**config.mk**
```make
export PLATFORM = sky130hd
export DESIGN_NAME = arbitro_paralelo_serial
export DESIGN_NICKNAME = d
export VERILOG_FILES = /design/src/rtl/arbitro_paralelo_serial.sv
export SDC_FILE = /design/constraint.sdc
export NUM_CORES = 1
export LEC_CHECK = 0
export BUFFER_PORTS_ARGS = -buffer_cell sky130_fd_sc_hd__buf_2
export CAP_MARGIN = 10
export CELL_PAD_IN_SITES_DETAIL_PLACEMENT = 1
export CELL_PAD_IN_SITES_GLOBAL_PLACEMENT = 2
export CORE_MARGIN = 3
export CORE_UTILIZATION = 26
export DETAILED_ROUTE_END_ITERATION = 8
export PLACE_DENSITY_LB_ADDON = 0.1
export SETUP_SLACK_MARGIN = 0.02
export SKIP_CTS_REPAIR_TIMING = 1
export SLEW_MARGIN = 15
export SYNTH_ARGS = -nofsm -noshare
export SYNTH_HDL_FRONTEND = slang
export SYNTH_SLANG_ARGS = --single-unit
```
**constraint.sdc**
```tcl
create_clock -name clk_32f -period 2.55 [get_ports clk_32f]
set_input_delay 0.255 -clock clk_32f [delete_from_list [all_inputs] [get_ports clk_32f]]
set_output_delay 0.255 -clock clk_32f [all_outputs]
set_load 0.02 [all_outputs]
```
**src/rtl/arbitro_paralelo_serial.sv**
```systemverilog
// Round-robin arbiter feeding a byte serializer.
// Emits NUM_COM_INIT idle (COM) slots after reset, then one byte per 8-cycle slot.
module arbitro_paralelo_serial #(
  parameter int NUM_COM_INIT = 4
) (
  input  logic       clk_32f,
  input  logic       reset,
  input  logic [3:0] valid_in,
  input  logic [7:0] data_in0,
  input  logic [7:0] data_in1,
  input  logic [7:0] data_in2,
  input  logic [7:0] data_in3,
  output logic [3:0] pop,
  output logic [7:0] data_out,
  output logic       valid_out,
  output logic [1:0] grant,
  output logic       active
);

  localparam logic [7:0] COM   = 8'hBC;
  localparam logic [3:0] TLAST = 4'(NUM_COM_INIT - 1);

  typedef enum logic {
    TRAIN,
    ACTIVE
  } state_t;

  state_t     r_state;
  logic [2:0] r_cnt;
  logic [3:0] r_tcnt;
  logic [1:0] r_ptr;
  logic [1:0] r_grant;
  logic [3:0] r_pop;
  logic       r_valid;
  logic [7:0] r_data;

  state_t     w_state_n;
  logic [3:0] w_tcnt_n;
  logic [1:0] w_ptr_n;
  logic [1:0] w_grant_n;
  logic [3:0] w_pop_n;
  logic       w_valid_n;
  logic [7:0] w_data_n;

  logic       w_boundary;
  logic       w_arb;
  logic [3:0] w_rot;
  logic       w_hit;
  logic [1:0] w_off;
  logic [1:0] w_win;
  logic [7:0] w_win_data;

  assign w_boundary = (r_cnt == 3'd7);

  // Requests rotated so that bit 0 is the requester at the pointer.
  always_comb begin
    w_rot = 4'b0000;
    for (int k = 0; k < 4; k++) begin
      w_rot[k] = valid_in[r_ptr + 2'(k)];
    end
  end

  always_comb begin
    w_hit = 1'b1;
    w_off = 2'd0;
    priority case (1'b1)
      w_rot[0]: w_off = 2'd0;
      w_rot[1]: w_off = 2'd1;
      w_rot[2]: w_off = 2'd2;
      w_rot[3]: w_off = 2'd3;
      default:  w_hit = 1'b0;
    endcase
  end

  assign w_win = r_ptr + w_off;

  always_comb begin
    w_win_data = data_in0;
    unique case (w_win)
      2'd0: w_win_data = data_in0;
      2'd1: w_win_data = data_in1;
      2'd2: w_win_data = data_in2;
      2'd3: w_win_data = data_in3;
      default: w_win_data = data_in0;
    endcase
  end

  // Last training boundary already carries the first arbitrated slot.
  assign w_arb = (r_state == ACTIVE) || (r_tcnt == TLAST);

  always_comb begin
    w_state_n = r_state;
    w_tcnt_n  = r_tcnt;
    w_ptr_n   = r_ptr;
    w_grant_n = r_grant;
    w_pop_n   = 4'b0000;
    w_valid_n = r_valid;
    w_data_n  = r_data;
    if (w_boundary) begin
      if (r_state == TRAIN) begin
        w_tcnt_n = r_tcnt + 4'd1;
        if (r_tcnt == TLAST) begin
          w_state_n = ACTIVE;
        end
      end
      if (w_arb && w_hit) begin
        w_data_n  = w_win_data;
        w_valid_n = 1'b1;
        w_grant_n = w_win;
        w_pop_n   = 4'b0001 << w_win;
        w_ptr_n   = w_win + 2'd1;
      end else begin
        w_data_n  = COM;
        w_valid_n = 1'b0;
      end
    end
  end

  always_ff @(posedge clk_32f or negedge reset) begin
    if (!reset) begin
      r_state <= TRAIN;
      r_cnt   <= 3'd0;
      r_tcnt  <= 4'd0;
      r_ptr   <= 2'd0;
      r_grant <= 2'd0;
      r_pop   <= 4'b0000;
      r_valid <= 1'b0;
      r_data  <= COM;
    end else begin
      r_state <= w_state_n;
      r_cnt   <= r_cnt + 3'd1;
      r_tcnt  <= w_tcnt_n;
      r_ptr   <= w_ptr_n;
      r_grant <= w_grant_n;
      r_pop   <= w_pop_n;
      r_valid <= w_valid_n;
      r_data  <= w_data_n;
    end
  end

  assign pop       = r_pop;
  assign data_out  = r_data;
  assign valid_out = r_valid;
  assign grant     = r_grant;
  assign active    = (r_state == ACTIVE);

endmodule

```
# [Word level (Yosys, flattened, before mapping)]
# Cells that the tools add are included.
[totals] in_bits=38 n_memories=0 mem_bits_ro=0 output_inout_bits=16 regBits=25 ramBits=0 word_cells=54 latchBits=0
[op_classes] n_mux=23 order_cmp=4 n_eq_ne=5 div_mod_pow=0 n_addsub=7 n_bitwise=1 n_mul=0 reduce_logical=5 n_shift=1
[op_table] operator="case mux 8 bit (4 select lines)" count=1
[op_table] operator="less-than comparator 2 x 3 -> 1 bit (second input constant)" count=4
[op_table] operator="2-to-1 mux 1 bit" count=11
[op_table] operator="binary-select mux 1 bit (select 2 bit)" count=4
[op_table] operator="2-to-1 mux 2 bit" count=4
[op_table] operator="2-to-1 mux 4 bit" count=2
[op_table] operator="2-to-1 mux 8 bit" count=1
[op_table] operator="adder 2 x 1 -> 2 bit (second input constant)" count=2
[op_table] operator="adder 2 bit (second input constant)" count=2
[op_table] operator="adder 4 x 1 -> 4 bit (second input constant)" count=1
[op_table] operator="== test 2 bit (second input constant)" count=2
[op_table] operator="== test 4 x 2 -> 1 bit (second input constant)" count=1
[op_table] operator="AND reduction 2 bit" count=2
[op_table] operator="left shift 1 x 2 -> 4 bit (first input constant)" count=1
[op_table] operator="adder 3 x 1 -> 3 bit (second input constant)" count=1
[op_table] operator="== test 3 bit (second input constant)" count=1
[op_table] operator="adder 2 bit" count=1
[op_table] operator="== test 2 x 1 -> 1 bit (second input constant)" count=1
[op_table] operator="zero test 2 bit" count=1
[op_table] operator="logical AND 1 bit" count=1
[op_table] operator="logical OR 1 bit" count=1
[op_table] operator="NOT 1 bit" count=1

# [Longest topological paths before layout]
# Gate-level depths: netlist of run 1.
[depth] word_depth=11 mapped_depth=14 mapped_depth_nobuf=12

# [Least setup slack after synthesis of run 1]
# OpenSTA, ideal clock, no wires.
[synth_timing] path_kind="reg2reg" startpoint="reg r_ptr[1]" endpoint="reg r_data[0] (netlist: data_out[0])" stages_incl_launch_ff=15 t_arrival_ns=2.396 setup_ns=0.140 synth_period_minus_slack_ns=2.536 t_required_ns=2.410 setup_slack_ns=0.014 n_path_buf=2 path_cell_list="dfrtp_1 buf_2 nand2_1 a21oi_1 o2bb2ai_1 o21a_1 ha_1 xor2_1 xor2_1 ha_1 clkbuf_1 a222oi_1 nor2_1 a21oi_1 o22ai_1"
[synth_via] elab_chain_len=11
[synth_rtl] element="start: declaration" line_no="31" text="logic [1:0] r_ptr;"
[synth_rtl] element="start signal: assignment" line_no="133" text="r_ptr <= w_ptr_n;"
[synth_rtl] element="adder 2 bit" line_no="59" text="w_rot[k] = valid_in[r_ptr + 2'(k)];"
[synth_rtl] element="binary-select mux 1 bit (select 2 bit)" line_no="59"
[synth_rtl] element="2-to-1 mux 1 bit (not written as such)" line_no="59"
[synth_rtl] element="2-to-1 mux 2 bit (4 in series)" line_no="66" text="priority case (1'b1)"
[synth_rtl] element="adder 2 bit (*)" line_no="75" text="assign w_win = r_ptr + w_off;"
[synth_rtl] element="named net w_win[1]" line_no="50" text="logic [1:0] w_win;"
[synth_rtl] element="== test 2 bit, or another cell as far along" line_no="79" text="unique case (w_win)"
[synth_rtl] element="case mux 8 bit (4 select lines) (*)" line_no="79"
[synth_rtl] element="2-to-1 mux 8 bit (*)" line_no="106" text="if (w_arb && w_hit) begin"
[synth_rtl] element="end signal: assignment" line_no="137" text="r_data <= w_data_n;"
[synth_rtl] element="end: declaration" line_no="35" text="logic [7:0] r_data;"
# The timed path passes the listed nets; every way through them passes the cells marked *. The select of a mux whose other input is x is not followed.
# A chain may end at the register's enable or synchronous reset.

# [Worst setup path in the final report of run 1]
[layout_timing] startpoint="reg r_ptr[1]" endpoint="reg r_data[6] (netlist: data_out[6])"
# Same word-level chain as after synthesis.

==> metrics.cfg, run 1 <==
[outcome]
status = finished with violations
violations = hold timing

[worst_setup_path]
required_ns = 2.68
worstSetupEndpointType = register
crit_fanout = 7
startpoint_type = register
cp_data_arrival_time_ns = 2.66
critical_path_class = reg -> reg

[timing]
finalSetupViolations = 0
hold_violations = 20
clock_skew_ns = 0.00432
slew_headroom = 0.599
fmax_mhz = 396
rsz0062_at_grt = true
timing.final.crit_period_ns = 2.53
period_share = 0.992
worst_hold_slack_ns = -0.0160
worst_pin_slew_ns = 0.601
slew_viol_final = 0
totalNegativeSetupSlack_ns = 0

[drt]
routed_wirelength_um = 3820
viasPerCell = 4.72
wl_met3_um = 301
detail_route.wl_per_cell_um = 14.4
vias = 1250
top_layer = met4
wl_met2_um = 1680
route.detailed.drc = 0
drt_iter0_markers = 52
drt_pass1_iterations = 4
drtAntennaViolNets = 0
m1WireLength_um = 1810

[place]
place_hpwl_um = 2920
gp_congestion = 0.740
numPortBuffers = 53
place_area_um2 = 1800

[synth]
yosysWarningCount = 0
synth.avg_cell_area_um2 = 10.4
synth_area_leaders = dfrtp_1, dfstp_2, ha_1
synth_common_cells = dfrtp_1, nand2_1, nor2_1
synth_top_area_cell = dfrtp_1
yosysMostFrequentCell = dfrtp_1
synth_flop_cell = dfrtp_1
ys_ff_latch = 25
ys_types = 41
netlist_instances = 136
async_flop_share = 1.00
synth_top_area_share = 0.353
synth_area_um2 = 1420
synth_nets = 183
yosysSeqAreaShare = 0.445
synth_edf_count = 0

[floorplan]
placementRows = 26
die_w_um = 79.9
initial_utilization = 0.273
core_area_um2 = 5200
die-area_um2 = 6380
ios = 54
die_y_um = 79.9

[grt]
grt_max_degree = 26
groute.usage.overall = 0.126
grt-ovfl-total = 0
grt_pass1_vias = 1301
grt_pass1_wl_um = 6300
antenna_found_initial = 0

[cts]
clk_root_buffer_cell = clkbuf_8
cts_made_buffers = 3
clock_path_buffers = 2
clk_pin_slew_ns = 0.10
cts.htree.levels = 1
clock_sinks = 25
clk_latency_ns = 0.27
cts_tree = done

[flow_run]
drv_cap = 0

[power_and_ir_drop]
power_density_nw_per_um2 = 1350
ir_worst_vdd_mv = 0.467
static-leakage-power_nw = 0.922

[layout]
postLayoutCoreUtil = 0.375
n_antenna_cell = 0
design_area_um2 = 1950
drive_above_1_share = 0.538
layout-area-overhead-vs-synth_pct = 37.6
fin_nets = 243

[hold_path]
hold_class = in -> async

## layout make-up
cell class / instances / area (µm²)
clock buffers: 3 / 41.3
clock inverters: 1 / 7.51
fillers: 621 / 3250
inverters: 7 / 30.0
multi-input cells: 97 / 816
flip-flops and latches: 25 / 633
well taps: 70 / 87.6
repair buffers: 62 / 337
## report_power, final
| part | total, mW | internal, mW | switching, mW |
|---|---|---|---|
| clock | 0.245 | 0.111 | 0.134 |
| combinational | 1.80 | 0.811 | 0.985 |
| sequential | 0.595 | 0.520 | 0.0752 |
## routing by layer
layer | vias to the layer above | track usage
met5 | - | 0
met4 | 0 | 0.0253
met3 | 2 | 0.0305
met2 | 44 | 0.200
met1 | 599 | 0.173
li1 | 605 | -
## logic make-up (layout without fill, tap and decap cells)
kind of cell,after synthesis,after routing,share of synthesized area
buf+inv,14,73,0.0485
xor+xnor,6,6,0.0370
mux,2,2,0.0185
flops,25,25,0.445
fa+ha+maj,9,9,0.0794
compound gates,41,41,0.229
simple gates,39,39,0.142
## state kept, by name (all words and copies together), names as in the netlist
register / count
r_tcnt: 4
active: 1
r_ptr: 2
valid_out: 1
pop: 4
data_out: 8
r_cnt: 3
grant: 2
## worst max-delay path, stage by stage, from the launching register on
cell and delay, ns:
dfrtp_2 0.44, nand2_2 0.07, a21oi_2 0.11, o2bb2ai_1 0.07
o21a_1 0.19, ha_4 0.18, xor2_4 0.20, xor2_2 0.22
ha_4 0.21, buf_6 0.13, a222oi_1 0.28, nor2_1 0.09
a21oi_1 0.13, o22ai_1 0.08
## metrics by stage
| stage | setup WS (ns) | cells | total power, mW |
|---|---|---|---|
| 4_1_cts | -0.113 | 264 | 2.33 |
| 6_report | 0.0216 | 265 | 2.64 |
| 2_1_floorplan | 0.0631 | 136 | 1.59 |
| 3_5_place_dp | -0.0923 | 260 | 2.07 |
| 5_1_grt | -0.124 | 265 | 2.92 |
| 3_3_place_gp | -0.0413 | 260 | 2.04 |
## placed cells by master (no fill, tap or decap), types with 3 or more instances in the layout
master and count:
a21oi_1 3, a21oi_2 7, a222oi_1 8, and2_4 3
buf_2 53, buf_4 8, clkbuf_8 3, dfrtp_1 19
dfstp_2 5, ha_1 5, ha_4 3, inv_1 6
nand2_1 12, nor2_1 11, o21ai_0 3, o21ai_1 3
o21ai_2 3, o22ai_1 3
## path summary, 6_finish.rpt
check	start	to	slack, ns	cells after the start
max in group asynchronous	reset	r_ptr[1]	2.14	1
min	reset	grant[1]	-0.02	1
max	r_ptr[1]	data_out[6]	0.02	13
min in group clk_32f	data_in0[4]	data_out[4]	0.24	3
max reg2reg	r_ptr[1]	data_out[6]	0.02	13
min reg2reg	r_cnt[0]	r_cnt[0]	0.43	1
(Power assumes the default switching activity.)
==> run 2, diff against run 1 <==
CORE_MARGIN = default   (was 3)
==> run 2 against run 1 <==
Compared with the run above: first-iteration DRC count unchanged; critical endpoint is now data_out[1]; largest power group unchanged; count of clock-buffer cells in the layout unchanged; the run still ends with hold timing left; register-to-register slack about the same; sequential share of layout area decreased by 0.69 points; sequential power decreased by 2%; combinational power increased by 5%; non-clock buffer count increased by 6; design area increased by 2.2%.
==> metrics.cfg, run 2 (synthesis results as in run 1) <==
[outcome]
status = finished with violations
violations = hold timing

[power_and_ir_drop]
ir_worst_vdd_mv = 0.530  ; +13%
power_density_nw_per_um2 = 1360  ; +0.80%
static-leakage-power_nw = 0.954  ; +3.5%
p_total_mw = 2.71  ; +3.0%

[worst_setup_path]
cpPeakStageDelay_ns = 0.46  ; +0.02 ns
crit_fanout = 5  ; -2
required_ns = 2.68  ; about the same
cpLargestDelayFamily = compound AO/OA/AOI/OAI gates
startpoint_type = register
path_cells = buf_6, o2bb2ai_1, o21a_1, ha_4, xor2_4, xor2_2, ha_4, buf_6, a222oi_1, nor2_1, a21oi_1, o22ai_1
crit_buf_inv = 2  ; +1
critPathSlowestCell = dfrtp_2
worstSetupEndpointType = register
cp_data_arrival_time_ns = 2.65  ; about the same
critical_path_class = reg -> reg

[floorplan]
die_y_um = 75.9  ; -5.0%
die-area_um2 = 5760  ; -9.8%
ios = 54  ; unchanged
die_w_um = 75.9  ; -5.0%
placementRows = 26  ; unchanged
initial_utilization = 0.274  ; +0.00171
core_area_um2 = 5170  ; -0.62%

[timing]
hold_violations = 20  ; unchanged
fmax_mhz = 397  ; +0.26%
rsz0062_at_grt = true
clock_skew_ns = 0.00652  ; +0.00221 ns
worst_hold_slack_ns = -0.0234  ; -0.00733 ns
timing.final.crit_period_ns = 2.52  ; -0.00649 ns
period_share = 0.989  ; -0.00255
slew_headroom = 0.606  ; +0.00681
finalSetupViolations = 0  ; unchanged
worst_pin_slew_ns = 0.591  ; -0.0102 ns
slew_viol_final = 0  ; unchanged

[grt]
grt_max_degree = 26  ; unchanged
grt_pass1_vias = 1409  ; +8.3%
grt_pass1_wl_um = 6330  ; +0.56%
antenna_found_initial = 0  ; unchanged
groute.usage.overall = 0.146  ; +0.0206
grt-ovfl-total = 0  ; unchanged

[layout]
largest_register_ffs = 8  ; unchanged
n_antenna_cell = 0  ; unchanged
layout-area-overhead-vs-synth_pct = 40.6
design_area_um2 = 1990  ; +2.2%
layout_commonest_cell = buf_2
drive_above_1_share = 0.542  ; +0.00383
fillers = 605  ; -2.6%
fin_nets = 249  ; +2.5%
mostFrequentLayoutCells = buf_2, dfrtp_1, nand2_1, buf_4, nor2_1

[drt]
drt_iter0_markers = 52  ; unchanged
viasPerCell = 4.70  ; -0.41%
m1WireLength_um = 1670  ; -7.4%
routed_wirelength_um = 3760  ; -1.4%
route.detailed.drc = 0  ; unchanged
vias = 1273  ; +1.8%
detail_route.wl_per_cell_um = 13.9  ; -3.6%
top_layer = met4
wl_met2_um = 1820  ; +8.1%
drt_pass1_iterations = 4  ; unchanged
drtAntennaViolNets = 0  ; unchanged
wl_met3_um = 249  ; -17%

[cts]
clk_root_buffer_cell = clkbuf_8
cts_made_buffers = 3  ; unchanged
cts.htree.levels = 1  ; unchanged
clk_pin_slew_ns = 0.09  ; about the same
clock_path_buffers = 2  ; unchanged
cts_tree = done
clk_latency_ns = 0.27  ; about the same
clock_sinks = 25  ; unchanged

[place]
gp_congestion = 0.740  ; about the same
numPortBuffers = 53  ; unchanged
place_area_um2 = 1830  ; +1.7%
place_hpwl_um = 2900  ; -0.60%

[flow_run]
drv_cap = 0  ; unchanged

[hold_path]
hold_class = in -> async

run 2: cell type report:
cell class	count	area, µm²	share of cell area
repair buffers	68	389	0.195
flip-flops and latches	25	633	0.317
well taps	70	87.6	0.0439
inverters	7	26.3	0.0132
clock buffers	3	41.3	0.0207
clock inverters	1	7.51	0.00376
multi-input cells	97	810	0.406
run 2: layer usage:
metal,up-vias,global-route usage
met3,2,0.0331
li1,613,-
met1,618,0.187
met4,0,0.0370
met5,-,0
met2,40,0.250
run 2: power by group:
part           internal, mW  switching (mW)  total, mW
combinational         0.889           0.997       1.89
sequential            0.520          0.0659      0.586
clock                 0.111           0.133      0.244
total                  1.52            1.20       2.71
run 2: worst paths after layout:
kind	startpoint	end	cells after the start	slack, ns
min in group clk_32f	data_in0[3]	data_out[3]	3	0.24
worst min register to register	r_cnt[0]	r_cnt[0]	1	0.43
worst max-delay path	r_ptr[1]	data_out[1]	12	0.03
worst max register to register	r_ptr[1]	data_out[1]	12	0.03
max in group asynchronous	reset	r_ptr[1]	1	2.15
worst min-delay path	reset	grant[0]	1	-0.02
run 2: per-stage QoR:
step / TNS (ns) / utilization / std cells / worst slack (ns)
2_1_floorplan: 0 / - / 136 / 0.0631
3_3_place_gp: -0.0114 / 0.353 / 264 / -0.0114
3_5_place_dp: -0.177 / 0.353 / 264 / -0.0529
4_1_cts: -0.240 / 0.363 / 268 / -0.0758
5_1_grt: -0.485 / 0.386 / 271 / -0.138
6_report: 0 / 0.386 / 271 / 0.0281
==> run 3, diff against run 2 <==
CORE_UTILIZATION = 30   (was 26)
clock period = 3 ns   (was 2.55 ns; I/O delays follow)
==> run 3 against run 2 <==
Compared with the run above: the run ends with DRC left; die area shrank 13%; via count shrank 4.6%; flip-flop and latch count is the same; fmax shrank 7.9%; hold slack gained 0.042 ns; sequential share of layout area grew 3.6 points; register-to-register slack gained 0.23 ns; wire length shrank 2.1%; largest cell class unchanged; power shrank 29%; clock skew shrank 0.0044 ns; largest power group unchanged.
==> metrics.cfg, run 3 (synthesis results as in run 1) <==
[outcome]
status = finished with violations
violations = DRC

[timing]
rsz0062_at_grt = false
finalSetupViolations = 0  ; unchanged
hold_violations = 0  ; -100%
period_share = 0.913  ; -0.0759
worst_pin_slew_ns = 0.583  ; -0.00805 ns
slew_headroom = 0.611  ; +0.00537
worst_hold_slack_ns = 0.0182  ; +0.0416 ns
clock_skew_ns = 0.00212  ; -0.00440 ns
totalNegativeSetupSlack_ns = 0  ; unchanged
fmax_mhz = 365  ; -7.9%
timing.final.crit_period_ns = 2.74  ; +0.217 ns
slew_viol_final = 0  ; unchanged

[cts]
clock_sinks = 25  ; unchanged
cts_tree = done
clk_pin_slew_ns = 0.09  ; about the same
cts.htree.levels = 1  ; unchanged
clk_root_buffer_cell = clkbuf_8
cts_made_buffers = 3  ; unchanged
clock_path_buffers = 2  ; unchanged
clk_latency_ns = 0.27  ; about the same

[grt]
antenna_found_initial = 0  ; unchanged
grt-ovfl-total = 0  ; unchanged
groute.usage.overall = 0.159  ; +0.0127
grt_pass1_wl_um = 6220  ; -1.8%
grt_max_degree = 26  ; unchanged
grt_pass1_vias = 1256  ; -11%

[floorplan]
die_w_um = 70.8  ; -6.7%
initial_utilization = 0.319  ; +0.0449
ios = 54  ; unchanged
core_area_um2 = 4440  ; -14%
placementRows = 24  ; -7.7%
die-area_um2 = 5010  ; -13%
die_y_um = 70.8  ; -6.7%

[flow_run]
drv_cap = 0  ; unchanged

[worst_setup_path]
cpPeakStageDelay_ns = 0.51  ; +0.05 ns
cpLargestDelayFamily = compound AO/OA/AOI/OAI gates
critical_path_class = reg -> reg
startpoint_type = register
critPathSlowestCell = dfrtp_2
crit_fanout = 10  ; +5
crit_buf_inv = 0  ; -2
required_ns = 3.14  ; +0.46 ns
path_cells = nand2_1, a21oi_1, o2bb2ai_1, o21a_1, ha_1, xor2_4, xor2_1, ha_1, a222oi_1, nor2_1, a21oi_1, o22ai_1
worstSetupEndpointType = register
cp_data_arrival_time_ns = 2.88  ; +0.23 ns

[drt]
detail_route.wl_per_cell_um = 15.5  ; +11%
route.detailed.drc = 4  ; +4
drtAntennaViolNets = 0  ; unchanged
vias = 1214  ; -4.6%
routed_wirelength_um = 3680  ; -2.1%
drt_iter0_markers = 59  ; +13%
viasPerCell = 5.10  ; +8.6%
drt_pass1_iterations = 6  ; +2

[power_and_ir_drop]
ir_worst_vdd_mv = 0.514  ; -3.0%
power_density_nw_per_um2 = 1080  ; -21%
p_total_mw = 1.93  ; -29%
static-leakage-power_nw = 0.871  ; -8.7%

[layout]
n_antenna_cell = 0  ; unchanged
layout-area-overhead-vs-synth_pct = 26.3
multi_input_area_um2 = 749  ; -7.4%
largest_register_ffs = 8  ; unchanged
fin_nets = 234  ; -6.0%
layout_commonest_cell = buf_2
fillers = 517  ; -15%
mostFrequentLayoutCells = buf_2, dfrtp_1, nand2_1
drive_above_1_share = 0.468  ; -0.0745
regArea_um2 = 633  ; unchanged

[place]
gp_congestion = 0.738  ; -0.31%
numPortBuffers = 53  ; unchanged
place_hpwl_um = 2780  ; -4.3%

[hold_path]
hold_class = in -> async

[run 3: cell types whose count changed in the layout (fill, tap and decap cells not counted), moves of 2 or more]
cell / change
o21ai_0: +4
ha_1: +2
o21ai_2: -3
buf_6: -3
ha_4: -3
buf_4: -12
[run 3: metal layers]
layer,share of wire,GRT usage
met2,0.51,0.272
met3,0.054,0.0342
met4,0.0098,0.0533
met1,0.42,0.199
met5,0,0
[run 3: power breakdown]
group	switching [mW]	internal, mW	leakage, nW
clock network	0.116	0.0942	0.0217
registers	0.0715	0.442	0.299
logic	0.737	0.470	0.550
total	0.924	1.01	0.871
[run 3: cell type report]
class,instances,area share
flip-flops and latches,25,0.353
inverters,7,0.0168
well taps,52,0.0363
multi-input cells,97,0.418
clock buffers,3,0.0230
clock inverters,1,0.00419
repair buffers,53,0.148
[run 3: path summary, 6_finish.rpt]
path,start,end,slack [ns],depth (start not counted)
min reg2reg,r_cnt[0],r_cnt[0],0.44,1
max,r_ptr[1],data_out[0],0.26,12
max in group asynchronous,reset,r_ptr[1],2.57,1
min,reset,active,0.02,1
min in group clk_32f,data_in0[6],data_out[6],0.30,3
max reg2reg,r_ptr[1],data_out[0],0.26,12
[run 3: metrics by stage]
stage | utilization | setup WS (ns) | instances | cell area (µm²)
2_1_floorplan | - | 0.464 | 136 | 1420
3_3_place_gp | 0.384 | 0.194 | 234 | 1710
3_5_place_dp | 0.384 | 0.118 | 234 | 1710
4_1_cts | 0.395 | 0.0763 | 238 | 1760
5_1_grt | 0.403 | 0.00776 | 238 | 1790
6_report | 0.403 | 0.261 | 238 | 1790
